### config.mk
export PLATFORM = sky130hd
export DESIGN_NAME = dmem_arbiter
export DESIGN_NICKNAME = d
export VERILOG_FILES = /design/src/rtl/cpu_pkg.sv /design/src/rtl/dmem_arbiter_rr_pick.sv /design/src/rtl/dmem_arbiter.sv
export SDC_FILE = /design/constraint.sdc
export NUM_CORES = 1
export LEC_CHECK = 0
export BUFFER_PORTS_ARGS = -buffer_cell sky130_fd_sc_hd__buf_2
export CORE_MARGIN = 2
export CORE_UTILIZATION = 33
export DETAILED_ROUTE_END_ITERATION = 8
export PLACE_DENSITY = 0.83
export SYNTH_ARGS = -nofsm -noshare
export SYNTH_HDL_FRONTEND = slang
export SYNTH_SLANG_ARGS = --single-unit
### constraint.sdc
create_clock -name clk -period 2.32 [get_ports clk]
set_clock_uncertainty 0.15 [all_clocks]
set_input_delay 0.464 -clock clk [delete_from_list [all_inputs] [get_ports clk]]
set_output_delay 0.464 -clock clk [all_outputs]
set_load 0.01 [all_outputs]
### src/rtl/cpu_pkg.sv
// rtl/cpu_pkg.sv - shared data-memory interface constants and types
package cpu_pkg;

  localparam int MEM_ADDR_W = 4;
  localparam int MEM_DATA_W = 16;

  typedef enum logic {
    ARB    = 1'b0,
    LOCKED = 1'b1
  } arb_state_t;

  typedef struct packed {
    logic                  we;
    logic [MEM_ADDR_W-1:0] addr;
    logic [MEM_DATA_W-1:0] wdata;
  } mem_req_t;

endpackage

### src/rtl/dmem_arbiter_rr_pick.sv
// rtl/dmem_arbiter_rr_pick.sv - combinational round-robin picker
// Returns the first set request at or after start, wrapping modulo N.
module rr_pick
  import cpu_pkg::*;
#(
  parameter int N     = 2,
  parameter int IDX_W = (N > 1) ? $clog2(N) : 1
) (
  input  logic [N-1:0]     req,
  input  logic [IDX_W-1:0] start,
  output logic [N-1:0]     grant,
  output logic [IDX_W-1:0] idx,
  output logic             any
);

  localparam logic [IDX_W-1:0] LAST_IDX = IDX_W'(N - 1);

  always_comb begin
    logic [IDX_W-1:0] w_j;
    grant = '0;
    idx   = '0;
    any   = 1'b0;
    w_j   = start;
    for (int k = 0; k < N; k++) begin
      if (!any && req[w_j]) begin
        any        = 1'b1;
        idx        = w_j;
        grant[w_j] = 1'b1;
      end
      // explicit wrap keeps non-power-of-two N correct
      w_j = (w_j == LAST_IDX) ? '0 : w_j + IDX_W'(1);
    end
  end

endmodule

### src/rtl/dmem_arbiter.sv
// rtl/dmem_arbiter.sv - round-robin arbiter with bounded lock for a single-port data RAM
// Grants one requester per cycle; the response strobe follows one cycle after the access.
module dmem_arbiter
  import cpu_pkg::*;
#(
  parameter int NUM_REQ  = 2,
  parameter int ADDR_W   = MEM_ADDR_W,
  parameter int DATA_W   = MEM_DATA_W,
  parameter int LOCK_MAX = 4
) (
  input  logic                      clk,
  input  logic                      reset,
  input  logic [NUM_REQ-1:0]        req_valid,
  output logic [NUM_REQ-1:0]        req_ready,
  input  logic [NUM_REQ-1:0]        req_we,
  input  logic [NUM_REQ-1:0]        req_lock,
  input  logic [NUM_REQ*ADDR_W-1:0] req_addr,
  input  logic [NUM_REQ*DATA_W-1:0] req_wdata,
  output logic [NUM_REQ-1:0]        rsp_valid,
  output logic [DATA_W-1:0]         rsp_rdata,
  output logic                      mem_en,
  output logic                      mem_we,
  output logic [ADDR_W-1:0]         mem_addr,
  output logic [DATA_W-1:0]         mem_wdata,
  input  logic [DATA_W-1:0]         mem_rdata
);

  localparam int IDX_W = $clog2(NUM_REQ);
  localparam int CNT_W = $clog2(LOCK_MAX + 1);
  localparam logic [CNT_W-1:0] LOCK_LAST = CNT_W'(LOCK_MAX - 1);
  localparam logic [IDX_W-1:0] LAST_IDX  = IDX_W'(NUM_REQ - 1);

  arb_state_t         r_state;
  logic [IDX_W-1:0]   r_rr_ptr;
  logic [IDX_W-1:0]   r_owner;
  logic [CNT_W-1:0]   r_lock_cnt;
  logic [NUM_REQ-1:0] r_rsp_valid;
  logic               r_rsp_is_read;

  logic [IDX_W-1:0]   w_owner_next;
  logic [IDX_W-1:0]   w_start;
  logic [IDX_W-1:0]   w_pick_idx;
  logic [IDX_W-1:0]   w_gidx;
  logic [NUM_REQ-1:0] w_pick_grant;
  logic [NUM_REQ-1:0] w_grant;
  logic               w_pick_any;
  logic               w_any;
  logic               w_owner_hold;
  logic               w_we;
  logic [ADDR_W-1:0]  w_addr;
  logic [DATA_W-1:0]  w_wdata;

  assign w_owner_next = (r_owner == LAST_IDX) ? '0 : r_owner + IDX_W'(1);
  assign w_owner_hold = (r_state == LOCKED) && req_valid[r_owner];
  // on release the search starts just past the old owner so no cycle is lost
  assign w_start      = (r_state == LOCKED) ? w_owner_next : r_rr_ptr;

  rr_pick #(
    .N     (NUM_REQ),
    .IDX_W (IDX_W)
  ) u_pick (
    .req   (req_valid),
    .start (w_start),
    .grant (w_pick_grant),
    .idx   (w_pick_idx),
    .any   (w_pick_any)
  );

  always_comb begin
    w_grant = '0;
    w_gidx  = '0;
    w_any   = 1'b0;
    if (!reset) begin
      if (w_owner_hold) begin
        w_grant[r_owner] = 1'b1;
        w_gidx           = r_owner;
        w_any            = 1'b1;
      end else begin
        w_grant = w_pick_grant;
        w_gidx  = w_pick_idx;
        w_any   = w_pick_any;
      end
    end
  end

  always_comb begin
    w_we    = 1'b0;
    w_addr  = '0;
    w_wdata = '0;
    if (w_any) begin
      w_we    = req_we[w_gidx];
      w_addr  = req_addr[int'(w_gidx)*ADDR_W +: ADDR_W];
      w_wdata = req_wdata[int'(w_gidx)*DATA_W +: DATA_W];
    end
  end

  assign req_ready = w_grant;
  assign mem_en    = w_any;
  assign mem_we    = w_we;
  assign mem_addr  = w_addr;
  assign mem_wdata = w_wdata;
  assign rsp_valid = reset ? '0 : r_rsp_valid;
  assign rsp_rdata = (!reset && r_rsp_is_read) ? mem_rdata : '0;

  always_ff @(posedge clk) begin
    if (reset) begin
      r_state       <= ARB;
      r_rr_ptr      <= '0;
      r_owner       <= '0;
      r_lock_cnt    <= '0;
      r_rsp_valid   <= '0;
      r_rsp_is_read <= 1'b0;
    end else begin
      r_rsp_valid   <= w_grant;
      r_rsp_is_read <= w_any && !w_we;
      if (w_owner_hold) begin
        if (req_lock[r_owner] && (r_lock_cnt < LOCK_LAST)) begin
          r_lock_cnt <= r_lock_cnt + CNT_W'(1);
        end else begin
          r_state  <= ARB;
          r_rr_ptr <= w_owner_next;
        end
      end else begin
        if (r_state == LOCKED) begin
          r_state  <= ARB;
          r_rr_ptr <= w_owner_next;
        end
        if (w_any) begin
          if (req_lock[w_gidx] && (LOCK_MAX > 1)) begin
            r_state    <= LOCKED;
            r_owner    <= w_gidx;
            r_lock_cnt <= CNT_W'(1);
          end else begin
            r_rr_ptr <= (w_gidx == LAST_IDX) ? '0 : w_gidx + IDX_W'(1);
          end
        end
      end
    end
  end

endmodule
# Word-level counts from Yosys, hierarchy flattened
# Cells that the tools add are included.
totals:
  regBits: 9
  latch_bits: 0
  mem_bits_rw: 0
  romBits: 0
  input_bits: 64
  output_inout_bits: 42
  word_cells: 90
  n_memories: 0
classes:
  addsub: 4
  mul: 0
  n_div: 0
  magnitude_cmp: 8
  eq_ne: 2
  shift: 2
  mux: 51
  n_bitwise: 2
  n_reduce_logical: 15
op_table:
  columns: ["op", "n"]
  rows:
  - ["$mux 1", 36]
  - ["$mux 16", 2]
  - ["$shiftx 32x6->16", 1]
  - ["$mux 3", 4]
  - ["$mux 2", 5]
  - ["$logic_and 1x1->1", 8]
  - ["$lt 1x2->1 const B", 4]
  - ["$shiftx 8x4->4", 1]
  - ["$reduce_and 3->1", 2]
  - ["$mux 4", 1]
  - ["$reduce_bool 2->1", 2]
  - ["$add 1x1->1 const B", 3]
  - ["$add 3x1->3 const B", 1]
  - ["$demux 1 s1", 3]
  - ["$ge 1x1->1 const B", 3]
  - ["$logic_not 1->1", 3]
  - ["$lt 3x2->1 const B", 1]
  - ["$ne 2x1->1 const B", 1]
  - ["$ne 2x2->1 const B", 1]
  - ["$or 2x2->2", 1]
  - ["$not 1->1", 1]

# Logic depth before layout (Yosys ltp)
# Gate-level depths: netlist of the first run.
depth:
  depth_word: 16
  depth_mapped: 6
  mapped_depth_nobuf: 5

# Hierarchy
# A second synthesis of the first run with hierarchy kept.
hier_totals:
  cells_unflattened: 141
  hier_area_um2: 1044.8
by_module_without_submodules:
  columns: ["mod", "instances", "cells_per_inst", "area_per_inst_um2", "seq_area_each_um2"]
  rows:
  - ["dmem_arbiter", 1, 136, 1012.2, 180.2]
  - ["rr_pick", 1, 5, 32.5, 0.0]

# Worst setup path after synthesis of the first run
# No wires, ideal clock.
synth_path:
  path_type: "register to output"
  startpoint: "register r_state"
  endpoint: "output mem_addr[1]"
  arrival_ns: 1.403
  required_time_ns: 1.706
  path_slack_ns: 0.303
  stages_incl_launch_ff: 6
  n_path_buf: 1
  cell_sequence: "dfxtp_1 mux2_4 o21ai_4 buf_2 nand2_1 a21oi_1"
synth_via:
  elab_chain_cells: 11
  elab_cells_between_ends: 20
  cone_classes: "1 x add/sub; 1 x shift; 15 x mux; 3 x reduce/logical"
synth_rtl:
  columns: ["item", "line_no", "rtl"]
  rows:
  - ["start, declared", "dmem_arbiter.sv:33", "arb_state_t r_state;"]
  - ["start signal, assigned", "dmem_arbiter.sv:107", "r_state <= ARB;"]
  - ["start signal, assigned", "dmem_arbiter.sv:120", "r_state <= ARB;"]
  - ["start signal, assigned", "dmem_arbiter.sv:125", "r_state <= ARB;"]
  - ["$mux 1", "dmem_arbiter.sv:56", "assign w_start = (r_state == LOCKED) ? w_owner_next : r_rr_ptr;"]
  - ["$add 1x1->1 or $mux 1 (tied branches)", "dmem_arbiter_rr_pick.sv:31, dmem_arbiter_rr_pick.sv:25", null]
  - ["$mux 1 (on tied branches)", "dmem_arbiter_rr_pick.sv:31, dmem_arbiter_rr_pick.sv:25", null]
  - ["$mux 1 (implied by the code)", "dmem_arbiter_rr_pick.sv:25", "if (!any && req[w_j]) begin"]
  - ["$mux 1 (implied by the code) or $logic_not 1->1 (tied branches)", "dmem_arbiter_rr_pick.sv:25", null]
  - ["$logic_and 1x1->1", "dmem_arbiter_rr_pick.sv:25", null]
  - ["$mux 1", "dmem_arbiter_rr_pick.sv:25", null]
  - ["$mux 1", "dmem_arbiter.sv:74", "if (w_owner_hold) begin"]
  - ["$mux 1", "dmem_arbiter.sv:73", "if (!reset) begin"]
  - ["$shiftx 8x4->4", "dmem_arbiter.sv:92", "w_addr = req_addr[int'(w_gidx)*ADDR_W +: ADDR_W];"]
  - ["$mux 4 (*)", "dmem_arbiter.sv:90", "if (w_any) begin"]
  - ["end, declared", "dmem_arbiter.sv:23", "output logic [ADDR_W-1:0] mem_addr,"]
# Mark *: on every way between the ends. The rest lies on a longest branch, timed or not. The select of a mux whose other input is x is not followed.

# Final worst setup path of the first run
layout_path:
  startpoint: "register r_state"
  endpoint: "output mem_wdata[6]"
layout_via:
  elab_chain_cells: 11
  elab_cells_between_ends: 20
  cone_classes: "1 x add/sub; 1 x shift; 15 x mux; 3 x reduce/logical"
layout_rtl:
  columns: ["item", "line_no", "rtl"]
  rows:
  - ["$mux 1", "dmem_arbiter.sv:56", null]
  - ["$add 1x1->1 or $mux 1 (tied branches)", "dmem_arbiter_rr_pick.sv:31, dmem_arbiter_rr_pick.sv:25", null]
  - ["$mux 1 (on tied branches)", "dmem_arbiter_rr_pick.sv:31, dmem_arbiter_rr_pick.sv:25", null]
  - ["$mux 1 (implied by the code)", "dmem_arbiter_rr_pick.sv:25", null]
  - ["$mux 1 (implied by the code) or $logic_not 1->1 (tied branches)", "dmem_arbiter_rr_pick.sv:25", null]
  - ["$logic_and 1x1->1", "dmem_arbiter_rr_pick.sv:25", null]
  - ["$mux 1", "dmem_arbiter_rr_pick.sv:25", null]
  - ["$mux 1", "dmem_arbiter.sv:74", null]
  - ["$mux 1", "dmem_arbiter.sv:73", null]
  - ["$shiftx 32x6->16", "dmem_arbiter.sv:93", "w_wdata = req_wdata[int'(w_gidx)*DATA_W +: DATA_W];"]
  - ["$mux 16 (*)", "dmem_arbiter.sv:90", null]
  - ["end, declared", "dmem_arbiter.sv:24", "output logic [DATA_W-1:0] mem_wdata,"]
# Marks and branches as above.

==> impl_metrics.env, run 1 <==
export IMPL_status="finished, violations left"
export IMPL_violations="negative setup slack"
export IMPL_grt_usage_pct=21.37
export IMPL_synth_xor_area_share_pct=0
export IMPL_clockBufferDepth=2
export IMPL_clk_latency_ns=0.27
export IMPL_cap_violations=0
export IMPL_yosys_register_bits=9
export IMPL_antenna_found_initial=0
export IMPL_synthSimpleGateAreaFrac_pct=38.22
export IMPL_max_freq_mhz=430.5
export IMPL_dieArea_um2=3119
export IMPL_drt_vias_per_instance=4.912
export IMPL_yosys_most_used_dff="dfxtp_1"
export IMPL_n_fill_cell=234
export IMPL_ys_top_cells_by_area="dfxtp_1, nand2_1, a21oi_1"
export IMPL_final_common_cell="buf_2"
export IMPL_r2r_start="r_state"
export IMPL_ys_seq_area_share_pct=20.31
export IMPL_clk_pin_slew_worst_paths_ns=0.07
export IMPL_wire_per_inst_um=12.33
export IMPL_postRouteWirelength_mm=3.489
export IMPL_hold_class="in -> reg"
export IMPL_crit_start="r_state"
export IMPL_required_ns=1.71
export IMPL_dp_slack_ns=0.02815
export IMPL_grt_max_degree=24
export IMPL_portBuffers=105
export IMPL_r2r_end="r_lock_cnt[0]"
export IMPL_peakVddDrop_v=0.0002920
export IMPL_swShare_pct=35.74
export IMPL_seq_area_um2=181.4
export IMPL_tritoncts="built"
export IMPL_most_common_layout_cells="buf_2, nand2_1, and2_1, a21oi_1"
export IMPL_p_int_uw=352.3
export IMPL_hold_buffers=0
export IMPL_htreeDepth=1
export IMPL_synthAdderAreaFrac_pct=1.410
export IMPL_crit_fanout=5
export IMPL_async_flop_share_pct=0
export IMPL_synth_top_area_cell="dfxtp_1"
export IMPL_synthCells=140
export IMPL_synth_top_family_by_area="simple AND/OR/NAND/NOR gates"
export IMPL_end_kind="output pin"
export IMPL_clkSinkCount=9
export IMPL_antenna_cells=0
export IMPL_synth_area_mux_share_pct=5.360
export IMPL_grt_pass1_wl_mm=5.547
export IMPL_tightest_slew_ns=0.3381
export IMPL_finalCritPeriodShare_pct=100.1
export IMPL_drt_iter0_drc=45
export IMPL_cp_start_kind="register"
export IMPL_vias=1390
export IMPL_critPathKind="reg -> out"
export IMPL_place_congestion=0.9117
export IMPL_grt_pass1_vias=1281
export IMPL_p_comb_share_pct=45.6
export IMPL_row_count=18
export IMPL_dp_hpwl_mm=2.445
export IMPL_place_detailed_instances=273
export IMPL_instances_no_fill=283
export IMPL_ioPinCount=106
export IMPL_seqPwrFrac_pct=30.8
export IMPL_r2r_cells=6
export IMPL_rsz0062_at_grt="yes"
export IMPL_overflow=0
export IMPL_power_frac_clock_pct=23.6
export IMPL_yosys_area_top_type_share_pct=20.31
export IMPL_relSlewSlack_pct=77.17
export IMPL_syn_nets=205
export IMPL_drc=0
export IMPL_initial_core_util_pct=35.17
export IMPL_die_height_um=55.85
export IMPL_synth_edf_count=0
export IMPL_layout_drive_gt1_share_pct=56.92
export IMPL_dr_pass1_iters=4
export IMPL_hold_viol=0
export IMPL_multiInputGateArea_um2=708.2
export IMPL_nets=319
export IMPL_post_route_min_period_ns=2.323
export IMPL_power_switching_uw=196.0
export IMPL_slew_violations=0
export IMPL_cp_arrival_ns=1.71
export IMPL_yosysWarningCount=0
export IMPL_syn_avg_cell_area_um2=6.336
export IMPL_synth_compound_area_share_pct=27.79
export IMPL_reg2reg_slack_ns=0.39
export IMPL_setup_violations=1
export IMPL_powerDensity_nw_per_um2=334.5
export IMPL_endpoint="mem_wdata[6]"
export IMPL_root_buffer="clkbuf_4"
export IMPL_die_x_um=55.85
export IMPL_finalWorstSetupSlack_ns=-0.002748
export IMPL_numCtsBuffers=3
export IMPL_yosys_cell_types_count=32
export IMPL_coreArea_um2=2522
export IMPL_antenna_left=0
export IMPL_synth_area_um2=887.1
export IMPL_area_growth_pct=84.77
export IMPL_leakage_nw=0.9601
## registers in the layout, indices dropped and copies added, names as in the netlist
signal	flops
r_lock_cnt	3
r_rsp_valid	2
r_owner	1
r_rr_ptr	1
r_rsp_is_read	1
r_state	1
## worst min path at each step
| stage | start | end | slack, ns | cells past startpoint |
|---|---|---|---|---|
| floorplan | r_lock_cnt[2] | r_lock_cnt[2] | 0.33 | 2 |
| global placement | r_lock_cnt[2] | r_lock_cnt[2] | 0.35 | 2 |
| detailed placement | r_lock_cnt[2] | r_lock_cnt[2] | 0.35 | 2 |
| CTS | req_lock[1] | r_owner | 0.34 | 3 |
| global route | req_lock[1] | r_owner | 0.36 | 3 |
| finish | req_lock[1] | r_owner | 0.34 | 3 |
## stage by stage
step	utilization [%]	hold slack, ns	total power, mW	TNS, ns	area, um2
after floorplan	-	0.3336	0.2794	0	887.1
after global placement	57.89	0.3490	0.3805	0	1460
after detailed placement	57.89	0.3522	0.3841	0	1460
after CTS	62.30	0.3420	0.5341	0	1572
after global routing	64.98	0.3591	0.5866	-0.8316	1639
final	64.98	0.3403	0.5483	-0.002748	1639
## worst max-delay path, stage by stage, from the launching register on
cell and delay (ns):
dfxtp_2 0.34, mux2_4 0.32, o21ai_4 0.17, buf_6 0.15, clkbuf_16 0.15, nand2_2 0.05
a21oi_2 0.11, buf_2 0.14
## cells in the mapped netlist, types with 2 or more instances
library cell,n
mux2_2,2
clkbuf_1,4
buf_2,4
dfxtp_1,9
inv_1,6
a21oi_1,25
nand3_1,2
a211oi_1,2
nor2b_1,4
o21ai_0,3
nand2_1,42
and2_1,17
## per-layer routing
metal / routed length (um) / global-route usage (%) / vias to the layer above / part of all wire, %
met5: 0 / 0 / - / 0
met4: 28 / 4.082 / 0 / 0.80
met3: 231 / 4.884 / 9 / 6.6
met2: 1880 / 40.48 / 63 / 54
met1: 1348 / 24.37 / 621 / 39
li1: - / - / 697 / -
## cells by family (layout without fill, tap and decap cells)
kind of cell / Yosys count / in the layout
flops: 9 / 9
buf+inv: 15 / 128
mux: 4 / 4
compound gates: 40 / 40
simple gates: 71 / 71
fa+ha+maj: 1 / 1
## power groups by stage
stage | clock network (mW) | registers (mW) | logic [mW]
after floorplan | 0 | 0.171 | 0.108
after global placement | 0 | 0.171 | 0.209
after detailed placement | 0 | 0.172 | 0.212
after CTS | 0.132 | 0.168 | 0.234
after global routing | 0.142 | 0.170 | 0.275
final | 0.129 | 0.169 | 0.250
## what timing repair did
item	4_1_cts	5_1_grt
setup endpoints to repair	20	21
buffers inserted	4	1
pin swaps	1	19
gates resized for setup	9	18
gates cloned	1	1
## layout make-up
cell class / instances / share of cell area (%)
Inverter: 7 / 1.908
Clock buffer: 3 / 1.374
Multi-Input combinational cell: 116 / 43.21
Timing Repair Buffer: 117 / 39.85
Clock inverter: 1 / 0.3053
Sequential cell: 9 / 11.07
Tap cell: 30 / 2.290
(Power assumes the default switching activity.)
==> run 2, diff against run 1 <==
CORE_UTILIZATION = 35   (was 33)
PLACE_DENSITY = 0.87   (was 0.83)
clock period = 2.8 ns   (was 2.32 ns; I/O delays follow)
==> run 2 against run 1 <==
The flow now finishes without violations. Register-to-register slack improved by 0.64 ns. Worst setup slack improved by 0.24 ns. Global-route usage fell by 2.5 points. Via count fell by 4.5%. Die area fell by 5.3%. Sequential share of layout area rose by 1.2 points. Cell count fell by 3.2%. Sequential power fell by 17%. Critical endpoint is now mem_we. Largest power group unchanged.
==> impl_metrics.env, run 2 (synthesized netlist as in run 1, its figures left out) <==
export IMPL_status="finished clean"
export IMPL_relSlewSlack_pct=39.20
export IMPL_finalCritPeriodShare_pct=91.55
export IMPL_multiInputGateArea_um2=649.4
export IMPL_cts_resized=0
export IMPL_place_congestion=0.8825
export IMPL_die_height_um=54.35
export IMPL_crit_fanout=11
export IMPL_peakVddDrop_v=0.0001963
export IMPL_numCtsBuffers=3
export IMPL_clk_latency_ns=0.26
export IMPL_final_cell_area_um2=1468
export IMPL_grt_max_degree=24
export IMPL_reg_top3="r_lock_cnt: 3 flops, r_rsp_valid: 2 flops"
export IMPL_cp_start_kind="register"
export IMPL_required_ns=2.09
export IMPL_leakage_nw=0.8899
export IMPL_max_freq_mhz=390.1
export IMPL_final_setup_tns_ns=0
export IMPL_n_fill_cell=248
export IMPL_critPathKind="reg -> out"
export IMPL_clkSinkCount=9
export IMPL_seq_area_um2=180.2
export IMPL_layout_drive_gt1_share_pct=48.77
export IMPL_whs_path_depth=2
export IMPL_cap_violations=0
export IMPL_tritoncts="built"
export IMPL_coreArea_um2=2432
export IMPL_portBuffers=105
export IMPL_top_register="r_lock_cnt"
export IMPL_clk_pin_slew_worst_paths_ns=0.05
export IMPL_hold_buffers=0
export IMPL_area_growth_pct=65.44
export IMPL_hold_class="reg -> reg"
export IMPL_rsz0062_at_grt="no"
export IMPL_slew_violations=0
export IMPL_grt_usage_pct=18.89
export IMPL_final_common_cell="buf_2"
export IMPL_hold_worst_slack_ns=0.3714
export IMPL_hold_viol=0
export IMPL_post_cts_buffers=0
export IMPL_postRouteWirelength_mm=2.885
export IMPL_place_area_um2=1441
export IMPL_drt_vias_per_instance=4.847
export IMPL_powerDensity_nw_per_um2=279.1
export IMPL_row_count=18
export IMPL_antenna_left=0
export IMPL_die_x_um=54.35
export IMPL_most_common_layout_cells="buf_2, nand2_1, a21oi_1, and2_1, dfxtp_1"
export IMPL_grt_pass1_vias=1138
export IMPL_end_kind="output pin"
export IMPL_root_buffer="clkbuf_4"
export IMPL_drc=0
export IMPL_clockBufferDepth=2
export IMPL_cp_arrival_ns=1.85
export IMPL_post_route_min_period_ns=2.563
export IMPL_largest_reg_flops=3
export IMPL_vias=1328
export IMPL_ioPinCount=106
export IMPL_overflow=0
export IMPL_antenna_found_initial=0
export IMPL_nets=310
export IMPL_dr_pass1_iters=4
export IMPL_r2r_cells=4
export IMPL_dp_hpwl_mm=2.357
export IMPL_wire_per_inst_um=10.53
export IMPL_drt_iter0_drc=22
export IMPL_dieArea_um2=2953
export IMPL_setup_violations=0
export IMPL_htreeDepth=1
export IMPL_initial_core_util_pct=36.47
export IMPL_tightest_slew_ns=0.9115
export IMPL_grt_pass1_wl_mm=4.181
export IMPL_antenna_cells=0
export IMPL_reg2reg_slack_ns=1.03
## run 2: changes by cell type in the layout (fill, tap and decap cells not counted), sizes merged
cell,change
buf,-8
clkinv,-1
## run 2: power by group
part           internal [mW]  switching, mW  total, mW
clock                 0.0548         0.0440     0.0989
combinational         0.0836         0.0869      0.170
sequential             0.135        0.00498      0.140
## run 2: final timing paths
kind,to,startpoint
min reg2reg,r_lock_cnt[2],r_lock_cnt[2]
max reg2reg,r_lock_cnt[1],r_owner
max,mem_we,r_state
min,r_lock_cnt[2],r_lock_cnt[2]
## run 2: per-stage QoR
| step | instances | setup slack, ns | total power, mW | util, % |
|---|---|---|---|---|
| final | 274 | 0.2366 | 0.4096 | 60.34 |
| after global routing | 274 | 0.07297 | 0.4416 | 60.34 |
| after floorplan | 140 | 0.5994 | 0.2315 | - |
| after global placement | 270 | 0.2886 | 0.3117 | 59.26 |
| after CTS | 274 | 0.2340 | 0.4171 | 60.34 |
| after detailed placement | 270 | 0.2504 | 0.3141 | 59.26 |
## run 2: worst max-delay path: stages, from the launching register on
cell     delay, ns
dfxtp_1       0.43
mux2_4        0.36
o21ai_4       0.16
buf_4         0.20
mux2i_1       0.22
nor2_1        0.05
buf_2         0.17
## run 2: area by class of cell
cell class,instances,share of cell area (%)
Timing Repair Buffer,108,37.34
Tap cell,30,2.558
Inverter,7,1.790
Clock buffer,4,1.790
Sequential cell,9,12.28
Multi-Input combinational cell,116,44.25
## run 2: routing by layer
| layer | routed length (um) | up-vias | GRT usage (%) |
|---|---|---|---|
| li1 | - | 681 | - |
| met1 | 1043 | 556 | 18.15 |
| met2 | 1403 | 86 | 38.76 |
| met3 | 407 | 5 | 3.825 |
| met4 | 31 | 0 | 6.250 |
| met5 | 0 | - | 0 |
==> run 3, diff against run 2 <==
REMOVE_ABC_BUFFERS = 1   (was unset)
==> run 3 against run 2 <==
Sequential power about the same. Clock power about the same. Flip-flop and latch count unchanged. Highest routed layer unchanged. Fmax down 1.2%. Hold slack better by 0.010 ns. Power up 0.52%. Critical path depth unchanged. Cell count unchanged. Worst setup slack worse by 0.030 ns. Design area down 0.26%. Global-route usage up 1.3 points.
==> impl_metrics.env, run 3 (synthesized netlist as in run 1, its figures left out) <==
export IMPL_status="finished clean"
export IMPL_clockBufferDepth=2
export IMPL_antenna_found_initial=0
export IMPL_portBuffers=105
export IMPL_seq_area_um2=180.2
export IMPL_hold_viol=0
export IMPL_n_fill_cell=249
export IMPL_area_growth_pct=65.02
export IMPL_reg2reg_slack_ns=1.01
export IMPL_grt_max_degree=24
export IMPL_powerDensity_nw_per_um2=281.3
export IMPL_top_register="r_lock_cnt"
export IMPL_drt_iter0_drc=39
export IMPL_crit_fanout=23
export IMPL_nets=310
export IMPL_max_freq_mhz=385.6
export IMPL_final_setup_tns_ns=0
export IMPL_grt_usage_pct=20.19
export IMPL_clk_latency_ns=0.26
export IMPL_numCtsBuffers=3
export IMPL_antenna_cells=0
export IMPL_cts_resized=0
export IMPL_cp_arrival_ns=1.88
export IMPL_finalPower_uw=411.7
export IMPL_vias=1350
export IMPL_final_common_cell="buf_2"
export IMPL_setup_violations=0
export IMPL_place_area_um2=1438
export IMPL_tritoncts="built"
export IMPL_reg_top3="r_lock_cnt: 3 flops, r_rsp_valid: 2 flops"
export IMPL_most_common_layout_cells="buf_2, nand2_1, a21oi_1, and2_1, dfxtp_1"
export IMPL_cap_violations=0
export IMPL_coreArea_um2=2432
export IMPL_peakVddDrop_v=0.0002942
export IMPL_whs_path_depth=2
export IMPL_tightest_slew_ns=0.3352
export IMPL_hold_buffers=0
export IMPL_leakage_nw=0.8890
export IMPL_row_count=18
export IMPL_largest_reg_flops=3
export IMPL_overflow=0
export IMPL_dr_pass1_iters=4
export IMPL_die_x_um=54.35
export IMPL_die_height_um=54.35
export IMPL_multiInputGateArea_um2=645.6
export IMPL_critPathKind="reg -> out"
export IMPL_min_from="r_lock_cnt[2]"
export IMPL_hold_worst_slack_ns=0.3816
export IMPL_drt_vias_per_instance=4.927
export IMPL_wire_per_inst_um=11.65
export IMPL_place_congestion=0.8561
export IMPL_drc=0
export IMPL_grt_pass1_vias=1086
export IMPL_grt_pass1_wl_mm=4.498
export IMPL_finalCritPeriodShare_pct=92.62
export IMPL_root_buffer="clkbuf_4"
export IMPL_relSlewSlack_pct=77.62
export IMPL_post_cts_buffers=0
export IMPL_r2r_start="r_state"
export IMPL_required_ns=2.09
export IMPL_end_kind="output pin"
export IMPL_clkSinkCount=9
export IMPL_cp_start_kind="register"
export IMPL_initial_core_util_pct=36.47
export IMPL_final_cell_area_um2=1464
export IMPL_r2r_cells=5
export IMPL_whs_endpoint="r_lock_cnt[2]"
export IMPL_hold_class="reg -> reg"
export IMPL_clk_pin_slew_worst_paths_ns=0.06
export IMPL_postRouteWirelength_mm=3.193
export IMPL_htreeDepth=1
export IMPL_ioPinCount=106
export IMPL_r2r_end="r_rsp_is_read"
export IMPL_dieArea_um2=2953
export IMPL_dp_hpwl_mm=2.505
export IMPL_layout_drive_gt1_share_pct=48.36
export IMPL_slew_violations=0
export IMPL_antenna_left=0
export IMPL_post_route_min_period_ns=2.593
export IMPL_rsz0062_at_grt="no"
==> run 3: cell types whose count changed in the layout (fill, tap and decap cells not counted) <==
cell,before,now
o21bai_1,0,1
o21bai_2,1,0
==> run 3: how the worst max path moves through the flow <==
stage	start	to	slack, ns
2_1_floorplan	req_valid[0]	mem_en	0.47
3_3_place_gp	reset	mem_wdata[14]	0.34
3_5_place_dp	req_valid[1]	mem_wdata[1]	0.30
4_1_cts	r_state	mem_we	0.19
5_1_grt	r_state	mem_we	0.07
6_report	r_state	mem_we	0.21
==> run 3: where the power goes <==
group          leakage [nW]  switching, mW  internal [mW]  total, mW
sequential           0.0738        0.00506          0.135      0.140
clock                0.0150         0.0443         0.0549     0.0992
combinational         0.800         0.0888         0.0834      0.172
==> run 3: cell type report <==
class | count | share of cell area [%]
flip-flops and latches | 9 | 12.31
multi-input cells | 116 | 44.10
inverters | 7 | 1.795
well taps | 30 | 2.564
clock buffers | 4 | 1.795
repair buffers | 108 | 37.44
==> run 3: stage by stage <==
step,setup WS [ns],std cells,util [%]
2_1_floorplan,0.4730,132,-
3_3_place_gp,0.3381,270,59.10
3_5_place_dp,0.2954,270,59.10
4_1_cts,0.1884,274,60.19
5_1_grt,0.07121,274,60.19
6_report,0.2066,274,60.19
==> run 3: layer usage <==
metal  routed length (um)  vias up  GRT usage, %  part of all wire [%]
met1                 1311      600         24.39                    41
li1                     -      685             -                     -
met2                 1626       63         36.55                    51
met3                  242        2         4.098                   7.6
met5                    0        -             0                     0
met4                   12        0         4.167                  0.38
==> run 3: critical path, cell delays in order (launching register included) <==
cell,delay [ns]
dfxtp_1,0.41
mux2_4,0.36
o21ai_4,0.14
buf_4,0.27
mux2i_1,0.24
nor2_1,0.05
buf_2,0.14
